[config.mk]
export PLATFORM = sky130hd
export DESIGN_NAME = cp0_flat
export DESIGN_NICKNAME = d
export VERILOG_FILES = /design/src/rtl/cp0_pkg.sv /design/src/rtl/cp0_if.sv /design/src/rtl/cp0.sv /design/src/flat_wrapper.sv
export SDC_FILE = /design/constraint.sdc
export NUM_CORES = 1
export LEC_CHECK = 0
export CORE_MARGIN = 3
export CORE_UTILIZATION = 37
export DETAILED_ROUTE_END_ITERATION = 16
export GPL_TIMING_DRIVEN = 0
export HOLD_SLACK_MARGIN = 0.05
export PLACE_DENSITY = 0.81
export SYNTH_ARGS = -nofsm -noshare
export SYNTH_HDL_FRONTEND = slang
export SYNTH_SLANG_ARGS = --single-unit
[constraint.sdc]
create_clock -name clk -period 1.8 [get_ports clk]
set_input_delay 0.18 -clock clk [delete_from_list [all_inputs] [get_ports clk]]
set_output_delay 0.18 -clock clk [all_outputs]
set_load 0.02 [all_outputs]
[src/rtl/cp0_pkg.sv]
`default_nettype none
// +----------------------------------------------------------------------------+
// | Module      : cp0_pkg                                                        |
// | Description : Shared CP0 register numbers, vectors and SR/Cause field layout |
// | Revision    : 1.0  initial release                                           |
// +----------------------------------------------------------------------------+
package cp0_pkg;

    localparam logic [4:0]  CP0_REG_SR    = 5'd12;
    localparam logic [4:0]  CP0_REG_CAUSE = 5'd13;
    localparam logic [4:0]  CP0_REG_EPC   = 5'd14;
    localparam logic [4:0]  CP0_REG_PRID  = 5'd15;

    localparam logic [31:0] HANDLER_VEC   = 32'h0000_4180;
    localparam logic [31:0] RESET_PC      = 32'h0000_3000;

    localparam int SR_IE_BIT     = 0;
    localparam int SR_EXL_BIT    = 1;
    localparam int SR_IM_LSB     = 10;
    localparam int SR_IM_MSB     = 15;
    localparam int CAUSE_IP_LSB  = 10;
    localparam int CAUSE_IP_MSB  = 15;

    localparam logic [31:0] EPC_ALIGN_MASK = 32'hFFFF_FFFC;

    typedef struct packed {
        logic [5:0] im;
        logic       exl;
        logic       ie;
    } sr_t;

    function automatic logic [31:0] sr_pack(input sr_t sr);
        logic [31:0] w;
        w                       = '0;
        w[SR_IM_MSB:SR_IM_LSB]  = sr.im;
        w[SR_EXL_BIT]           = sr.exl;
        w[SR_IE_BIT]            = sr.ie;
        return w;
    endfunction

    function automatic logic [31:0] cause_pack(input logic [5:0] ip);
        logic [31:0] w;
        w                            = '0;
        w[CAUSE_IP_MSB:CAUSE_IP_LSB] = ip;
        return w;
    endfunction

endpackage
`default_nettype wire

[src/rtl/cp0_if.sv]
`default_nettype none
// +----------------------------------------------------------------------------+
// | Module      : cp0_if                                                         |
// | Description : Pipeline-side bus between the MEM stage / PC and CP0           |
// | Revision    : 1.0  initial release                                           |
// +----------------------------------------------------------------------------+
interface cp0_if;
    logic [4:0]  A1;
    logic [4:0]  A2;
    logic [31:0] DIn;
    logic        We;
    logic [31:0] PCM;
    logic        ValidM;
    logic [5:0]  HWInt;
    logic        EXLClr;
    logic        IntReq;
    logic [31:0] EPC;
    logic [31:0] DOut;

    modport master (
        output A1, A2, DIn, We, PCM, ValidM, HWInt, EXLClr,
        input  IntReq, EPC, DOut
    );

    modport slave (
        input  A1, A2, DIn, We, PCM, ValidM, HWInt, EXLClr,
        output IntReq, EPC, DOut
    );
endinterface
`default_nettype wire

[src/rtl/cp0.sv]
`default_nettype none
// +----------------------------------------------------------------------------+
// | Module      : cp0                                                            |
// | Description : Coprocessor-0 interrupt controller (SR, Cause, EPC, PrID)      |
// | Revision    : 1.0  initial release                                           |
// +----------------------------------------------------------------------------+
module cp0
    import cp0_pkg::*;
#(
    parameter logic [31:0] PRID = 32'h0000_4D50
) (
    input  logic  clk,
    input  logic  reset,
    cp0_if.slave  bus
);

    sr_t         sr_q,  sr_d;
    logic [5:0]  ip_q,  ip_d;
    logic [31:0] epc_q, epc_d;
    logic        w_int_req;
    logic [31:0] w_dout;

    // Live HWInt is used so the request has zero-cycle latency.
    assign w_int_req = (|(bus.HWInt & sr_q.im)) & sr_q.ie & ~sr_q.exl & bus.ValidM;

    always_comb begin
        sr_d  = sr_q;
        epc_d = epc_q;
        ip_d  = bus.HWInt;
        if (w_int_req) begin
            // The victim's own mtc0 and any eret are dropped.
            sr_d.exl = 1'b1;
            epc_d    = bus.PCM & EPC_ALIGN_MASK;
        end else begin
            if (bus.We && (bus.A2 == CP0_REG_SR)) begin
                sr_d.im  = bus.DIn[SR_IM_MSB:SR_IM_LSB];
                sr_d.exl = bus.DIn[SR_EXL_BIT];
                sr_d.ie  = bus.DIn[SR_IE_BIT];
            end
            if (bus.We && (bus.A2 == CP0_REG_EPC)) begin
                epc_d = bus.DIn & EPC_ALIGN_MASK;
            end
            if (bus.EXLClr) begin
                sr_d.exl = 1'b0;
            end
        end
    end

    always_ff @(posedge clk) begin
        if (reset) begin
            sr_q  <= '0;
            ip_q  <= '0;
            epc_q <= '0;
        end else begin
            sr_q  <= sr_d;
            ip_q  <= ip_d;
            epc_q <= epc_d;
        end
    end

    always_comb begin
        w_dout = '0;
        case (bus.A1)
            CP0_REG_SR:    w_dout = sr_pack(sr_q);
            CP0_REG_CAUSE: w_dout = cause_pack(ip_q);
            CP0_REG_EPC:   w_dout = epc_q;
            CP0_REG_PRID:  w_dout = PRID;
            default:       w_dout = '0;
        endcase
    end

    assign bus.IntReq = w_int_req;
    assign bus.EPC    = epc_q;
    assign bus.DOut   = w_dout;

endmodule
`default_nettype wire

[src/flat_wrapper.sv]
// flat-port wrapper written by rule: the top's interface ports become plain ports
module cp0_flat import cp0_pkg::*;
#(
    parameter logic [31:0] PRID = 32'h0000_4D50
)
  (clk, reset, bus_A1, bus_A2, bus_DIn, bus_We, bus_PCM, bus_ValidM, bus_HWInt, bus_EXLClr, bus_IntReq, bus_EPC, bus_DOut);
  cp0_if bus_i ();
  input  logic clk;
  input  logic reset;
  input wire logic [$bits(bus_i.A1)-1:0] bus_A1;
  input wire logic [$bits(bus_i.A2)-1:0] bus_A2;
  input wire logic [$bits(bus_i.DIn)-1:0] bus_DIn;
  input wire logic [$bits(bus_i.We)-1:0] bus_We;
  input wire logic [$bits(bus_i.PCM)-1:0] bus_PCM;
  input wire logic [$bits(bus_i.ValidM)-1:0] bus_ValidM;
  input wire logic [$bits(bus_i.HWInt)-1:0] bus_HWInt;
  input wire logic [$bits(bus_i.EXLClr)-1:0] bus_EXLClr;
  output wire logic [$bits(bus_i.IntReq)-1:0] bus_IntReq;
  output wire logic [$bits(bus_i.EPC)-1:0] bus_EPC;
  output wire logic [$bits(bus_i.DOut)-1:0] bus_DOut;
  assign bus_i.A1 = bus_A1;
  assign bus_i.A2 = bus_A2;
  assign bus_i.DIn = bus_DIn;
  assign bus_i.We = bus_We;
  assign bus_i.PCM = bus_PCM;
  assign bus_i.ValidM = bus_ValidM;
  assign bus_i.HWInt = bus_HWInt;
  assign bus_i.EXLClr = bus_EXLClr;
  assign bus_IntReq = bus_i.IntReq;
  assign bus_EPC = bus_i.EPC;
  assign bus_DOut = bus_i.DOut;
  cp0 #(.PRID(PRID)) u_core (.clk(clk), .reset(reset), .bus(bus_i));
endmodule
==> impl_metrics.ini, run 1 <==
[outcome]
status = completed

[sta]
post_layout_min_period_ps = 1722
setup_ws_ps = 77.57
timing.final.hold_violations = 0
finClkSkew_ps = 4.011
setup_viol = 0
transition_time_at_the_pin_with_the_least_slew_margin_ps = 792.6
finalCritPeriodShare_pct = 95.69
timing.setup.tns_ps = 0
slew-limit-headroom_pct = 46.72
finalMaxSlewViolations = 0
fmaxAchievable_mhz = 580.6
grt_setup_unrepaired = false

[die]
dieWidth_microns = 87.48
floorplan.io_pins = 150
floorplan.rows = 29
core_region_area_sq_mm = 0.006386
initial_util_pct = 38.46
die_y_microns = 87.48
die_area_sq_mm = 0.007652

[pwr]
power.ir.vdd_worst_uv = 335.1
static-leakage-power_nw = 1.566
report.power.total_mw = 2.145
power.density_mw_per_mm2 = 524.8

[placed_design]
detailedPlacementHpwl_microns = 6164
place.gp.congestion = 0.8199
place.port_buffers = 144
pre_cts_ws_ps = -706.8

[clock_network]
cts.sink_count = 44
clock_tree.root_cell = clkbuf_8
cts.clk_slew.worst_paths_ps = 80
cts_hold_repair_buffers = 0
source_to_sink_clock_delay_at_the_later_pin_of_the_worst_skew_pair_ps = 290
cts_tree = built
tritoncts.num_buffers = 5
htree_levels = 2
clock_tree.buffer_depth = 2

[cells_and_area]
layout.nets = 497
syn_to_final_growth_pct = 66.43
antennaDiodeCount = 0
fillers = 580
finalCoreUtilization_pct = 64.01
layout-drive-gt1-share_pct = 23.00

[drt]
routed_wire_length_per_instance_microns = 15.91
drc_violations_left = 0
vias = 2472
via_per_inst = 5.045
postRouteAntennaNets = 0
detail_route.iter0.violations = 37
routed_wl_microns = 7798
drt_pass1_iterations = 4

[worst_setup_path]
timing.setup.critical_path_class = in2out
worst_setup_path_start_kind = primary input
critPathMaxFanout = 8
cp-end-kind = primary output
crit_arrival_ps = 1540
cp_data_required_time_ps = 1620

[synth]
syn_avg_cell_area_sq_um = 9.670
syn_inst = 254
yosys_warnings = 0
cell_variety_after_synth = 31
yosysSeqAreaShare_pct = 35.86
synth-seq-cells = 44
synth.cell_area_sq_mm = 0.002456

[global_routing]
antenna_found_initial = 0
maximum_number_of_pins_on_one_net_before_global_route_repair = 14
global_route_wire_length_before_repair_microns = 12300
grt_pass1_vias = 2540
globalRoute.totalOverflow = 0
grt_util_all_layers_pct = 20.29

[min_path]
hold_class = in2reg

[run]
max_cap_viol_count = 0
==> metrics by stage <==
step / area (sq um) / hold slack, ps / std cells
floorplan: 2460 / 308.2 / 255
CTS: 4179 / 239.4 / 488
global route: 4088 / 274.7 / 490
finish: 4088 / 228.5 / 490
global placement: 3998 / 483.1 / 476
detailed placement: 3998 / 493.1 / 476
==> state kept, by name, indices dropped and copies added (netlist names) <==
signal	flops
u_core.bus.EPC	30
u_core.ip_q	6
u_core.sr_q	8
==> layout make-up <==
type                       instances  area, sq um  area share (%)
timing repair buffer             150         1356           33.18
sequential                        44        880.8           21.55
buffer                            22        195.2           4.775
clock buffer                       7        96.34           2.357
multi-input combinational        187         1425           34.86
tap                               77        96.34           2.357
clock inverter                     1        30.03          0.7346
inverter                           2        7.507          0.1837
==> cell usage after synthesis, drive strengths merged <==
cell | number | area [sq um]
o22ai | 3 | 18.77
and2 | 21 | 131.4
mux2i | 33 | 330.3
nor4b | 2 | 17.52
nand3b | 3 | 22.52
nand2b | 2 | 20.02
clkbuf | 9 | 33.78
mux2 | 3 | 33.78
inv | 2 | 7.500
o31ai | 1 | 21.27
a31oi | 2 | 12.51
a21oi | 9 | 45.04
nand4b | 1 | 8.760
nor2 | 46 | 172.7
conb | 1 | 3.750
dfxtp | 44 | 880.8
nor4 | 2 | 33.78
nand3 | 6 | 30.03
and3b | 1 | 8.760
a211oi | 30 | 375.4
nor2b | 7 | 43.79
o21ai | 6 | 30.03
a22o | 3 | 26.28
or4 | 1 | 7.510
buf | 13 | 128.9
nand2 | 3 | 11.26
==> critical path, cell delays in order <==
cell           delay (ps)
dlygate4sd2_1         240
buf_6                 150
buf_4                 120
mux2_2                330
o22ai_1               140
nor2_1                 60
dlygate4sd2_1         310
==> where the power goes <==
group          total, mW  switching, mW  internal (mW)
logic              0.324          0.114          0.210
registers          0.993        0.00699          0.986
clock network      0.828          0.338          0.490
==> cell families (layout without fill, tap and decap cells) <==
family	after synthesis	after routing	share of synthesized area, %
flops	44	44	35.86
buf+inv	24	182	6.928
simple gates	95	95	20.68
other cells	1	2	0.1527
compound gates	54	54	21.55
mux	36	36	14.82
==> worst paths after layout <==
path                       start                 end  slack, ps  cells after the start
setup / recovery       bus_A1[1]        bus_DOut[10]         80                      7
hold / removal             reset      u_core.ip_q[1]        230                      2
setup reg to reg  u_core.sr_q[6]  u_core.bus.EPC[25]        200                      6
hold reg to reg   u_core.sr_q[0]      u_core.sr_q[0]        510                      2
==> per-layer routing <==
layer / part of all wire [%] / GRT usage, % / wire [microns]
met1: 41 / 25.03 / 3201
met2: 51 / 36.10 / 3954
met3: 6.7 / 3.406 / 526
met4: 1.5 / 5.579 / 116
met5: 0 / 0 / 0
==> cells in the final DEF, fill, tap and decap left out, types with 6 or more instances in the layout <==
| cell type | netlist | layout |
|---|---|---|
| a211oi_2 | 30 | 30 |
| a21oi_1 | 9 | 9 |
| and2_1 | 21 | 21 |
| buf_2 | 1 | 21 |
| buf_4 | 3 | 10 |
| buf_6 | 9 | 10 |
| clkbuf_1 | 9 | 6 |
| clkbuf_8 | 0 | 7 |
| clkdlybuf4s50_1 | 0 | 109 |
| dfxtp_1 | 44 | 44 |
| dlygate4sd2_1 | 0 | 10 |
| mux2i_1 | 33 | 33 |
| nand3_1 | 6 | 6 |
| nor2_1 | 46 | 45 |
| nor2b_1 | 7 | 6 |
| o21ai_0 | 6 | 6 |
==> timing repair <==
action,CTS,global route
endpoints found under the setup margin,33,25
pin swaps,2,2
hold endpoints to repair,0,0
gates resized for setup,95,28
setup buffers,4,2
Power figures use the tool's default switching activity.
==> run 2: changes to the inputs <==
- CAP_MARGIN: not set -> 5
- CELL_PAD_IN_SITES_DETAIL_PLACEMENT: not set -> 0
- CELL_PAD_IN_SITES_GLOBAL_PLACEMENT: not set -> 1
- CORE_UTILIZATION: 37 -> 26
==> run 2 against run 1 <==
Compared with the run above: non-clock buffer count did not move; core utilization fell by 18 points; first-iteration DRC count grew 43%; clock skew is essentially flat; combinational power hardly changed; sequential power about the same; setup slack improved by 38 ps; critical endpoint is now bus_DOut[31]; highest routed layer unchanged.
==> impl_metrics.ini, run 2 (synthesis gave the netlist of run 1 again) <==
[outcome]
status = completed

[min_path]
hold_class = in2reg

[worst_setup_path]
critPathMaxStageDelay_ps = 480
worst_path_max_delay_cell = clkdlybuf4s50_1
critical_path.endpoint = bus_DOut[31]
cp-end-kind = primary output
crit_arrival_ps = 1500
reg_to_reg_end = u_core.bus.EPC[24]
worst_setup_path_startpoint = bus_A1[3]
cp_num_buf_inv = 3
critPathMaxFanout = 10
cp_data_required_time_ps = 1620
reg2reg_depth = 6
r2r_setup_slack_ps = 200
worst_path_dominant_cell_family = buffers and inverters
critical_path.cell_chain = clkdlybuf4s50_1 -> nand4b_1 -> nor2_2 -> buf_4 -> and2_1 -> buf_2
critical_path_depth = 6
worst_setup_path_start_kind = primary input
timing.setup.critical_path_class = in2out
reg2reg_from = u_core.sr_q[6]

[pwr]
power.ir.vdd_worst_uv = 276.8
static-leakage-power_nw = 1.550
report.power.total_mw = 2.085
power.density_mw_per_mm2 = 508.5

[global_routing]
global_route_wire_length_before_repair_microns = 12650
maximum_number_of_pins_on_one_net_before_global_route_repair = 15
globalRoute.totalOverflow = 0
antenna_found_initial = 0
grt_pass1_vias = 2477
grt_util_all_layers_pct = 15.43

[sta]
slew-limit-headroom_pct = 47.02
setup_viol = 0
finalMaxSlewViolations = 0
finClkSkew_ps = 4.154
setup_ws_ps = 115.5
fmaxAchievable_mhz = 593.6
grt_setup_unrepaired = false
finalCritPeriodShare_pct = 93.58
transition_time_at_the_pin_with_the_least_slew_margin_ps = 788.1
timing.final.hold_violations = 0
post_layout_min_period_ps = 1685

[die]
die_y_microns = 103.2
die_area_sq_mm = 0.01065
core_region_area_sq_mm = 0.008934
floorplan.rows = 34
dieWidth_microns = 103.2
floorplan.io_pins = 150
initial_util_pct = 27.49

[run]
max_cap_viol_count = 0

[clock_network]
cts.clk_slew.worst_paths_ps = 90
clock_tree.root_cell = clkbuf_8
cts_tree = built
clock_tree.buffer_depth = 2
tritoncts.num_buffers = 5
cts.sink_count = 44
source_to_sink_clock_delay_at_the_later_pin_of_the_worst_skew_pair_ps = 300
htree_levels = 2

[drt]
drt_pass1_iterations = 5
vias = 2399
drc_violations_left = 0
postRouteAntennaNets = 0
detail_route.iter0.violations = 53
via_per_inst = 4.596
routed_wire_length_per_instance_microns = 15.86
routed_wl_microns = 8280

[cells_and_area]
layout-drive-gt1-share_pct = 23.24
layout.nets = 497
syn_to_final_growth_pct = 66.94
final_cell_mix = clkdlybuf4s50_1 (109), nor2_1 (45), dfxtp_1 (44)
largest_reg_flops = 30
final_std_cell_area_no_fill_sq_mm = 0.004100
most_frequent_standard_cell_in_the_layout_excluding_fill_and_tap_cells = clkdlybuf4s50_1

[placed_design]
place.gp.congestion = 0.7443
place.port_buffers = 144
pre_cts_ws_ps = -725.9
detailedPlacementHpwl_microns = 6665
dpl_cell_area_sq_mm = 0.004036
[run 2: what timing repair did]
item                                    in CTS  in global routing
gates cloned                                 1                  0
hold buffers                                 0                  0
endpoints found under the setup margin      33                 25
buffers inserted                             6                  0
pin swaps                                    2                  2
gates resized for setup                    102                 24
[run 2: worst min-delay path by stage]
| stage | from | endpoint | slack (ps) | cells past startpoint |
|---|---|---|---|---|
| final | reset | u_core.ip_q[1] | 270 | 2 |
| after global routing | reset | u_core.ip_q[1] | 290 | 2 |
| after CTS | reset | u_core.ip_q[5] | 280 | 2 |
| after detailed placement | u_core.sr_q[2] | u_core.sr_q[2] | 490 | 2 |
| after global placement | u_core.sr_q[0] | u_core.sr_q[0] | 480 | 2 |
| after floorplan | bus_HWInt[0] | u_core.ip_q[0] | 310 | 1 |
[run 2: layout make-up]
| cell class | instances | area, sq um |
|---|---|---|
| antenna | 1 | 2.502 |
| buffer | 21 | 180.2 |
| clock buffer | 5 | 68.82 |
| clock inverter | 3 | 42.54 |
| fill | 898 | 4833 |
| inverter | 2 | 7.507 |
| multi-input combinational | 187 | 1416 |
| sequential | 44 | 880.8 |
| tap | 108 | 135.1 |
| timing repair buffer | 151 | 1366 |
[run 2: worst reg2reg max path, delay by kind of cell, from the launching register on]
| family | cells | cell delay, ps |
|---|---|---|
| buf+inv | 3 | 540 |
| compound gates | 3 | 580 |
| flops | 1 | 330 |
[run 2: where the power goes]
group,internal [mW],switching (mW),total [mW]
clock,0.411,0.357,0.768
combinational,0.209,0.115,0.324
sequential,0.986,0.00643,0.992
total,1.61,0.479,2.08
[run 2: metrics by stage]
| step | TNS [ps] | utilization, % | hold slack, ps | cells |
|---|---|---|---|---|
| after global placement | -24280 | 45.18 | 481.0 | 507 |
| after global routing | 0 | 45.87 | 292.1 | 521 |
| final | 0 | 45.90 | 271.2 | 522 |
| after floorplan | 0 | - | 308.2 | 255 |
| after detailed placement | -24580 | 45.18 | 485.9 | 507 |
| after CTS | -34.61 | 46.68 | 275.8 | 522 |
[run 2: per-layer routing]
layer | part of all wire [%] | track usage [%] | vias to the layer above
met2 | 49 | 26.79 | 94
li1 | - | - | 1211
met5 | 0 | 0 | -
met1 | 42 | 18.94 | 1086
met4 | 1.7 | 4.283 | 0
met3 | 7.2 | 3.890 | 8
==> run 3: changes to the inputs <==
- CAP_MARGIN: 5 -> 25
==> results of run 3 <==
No change in the layout: final DEF, timing and power equal those of run 2.
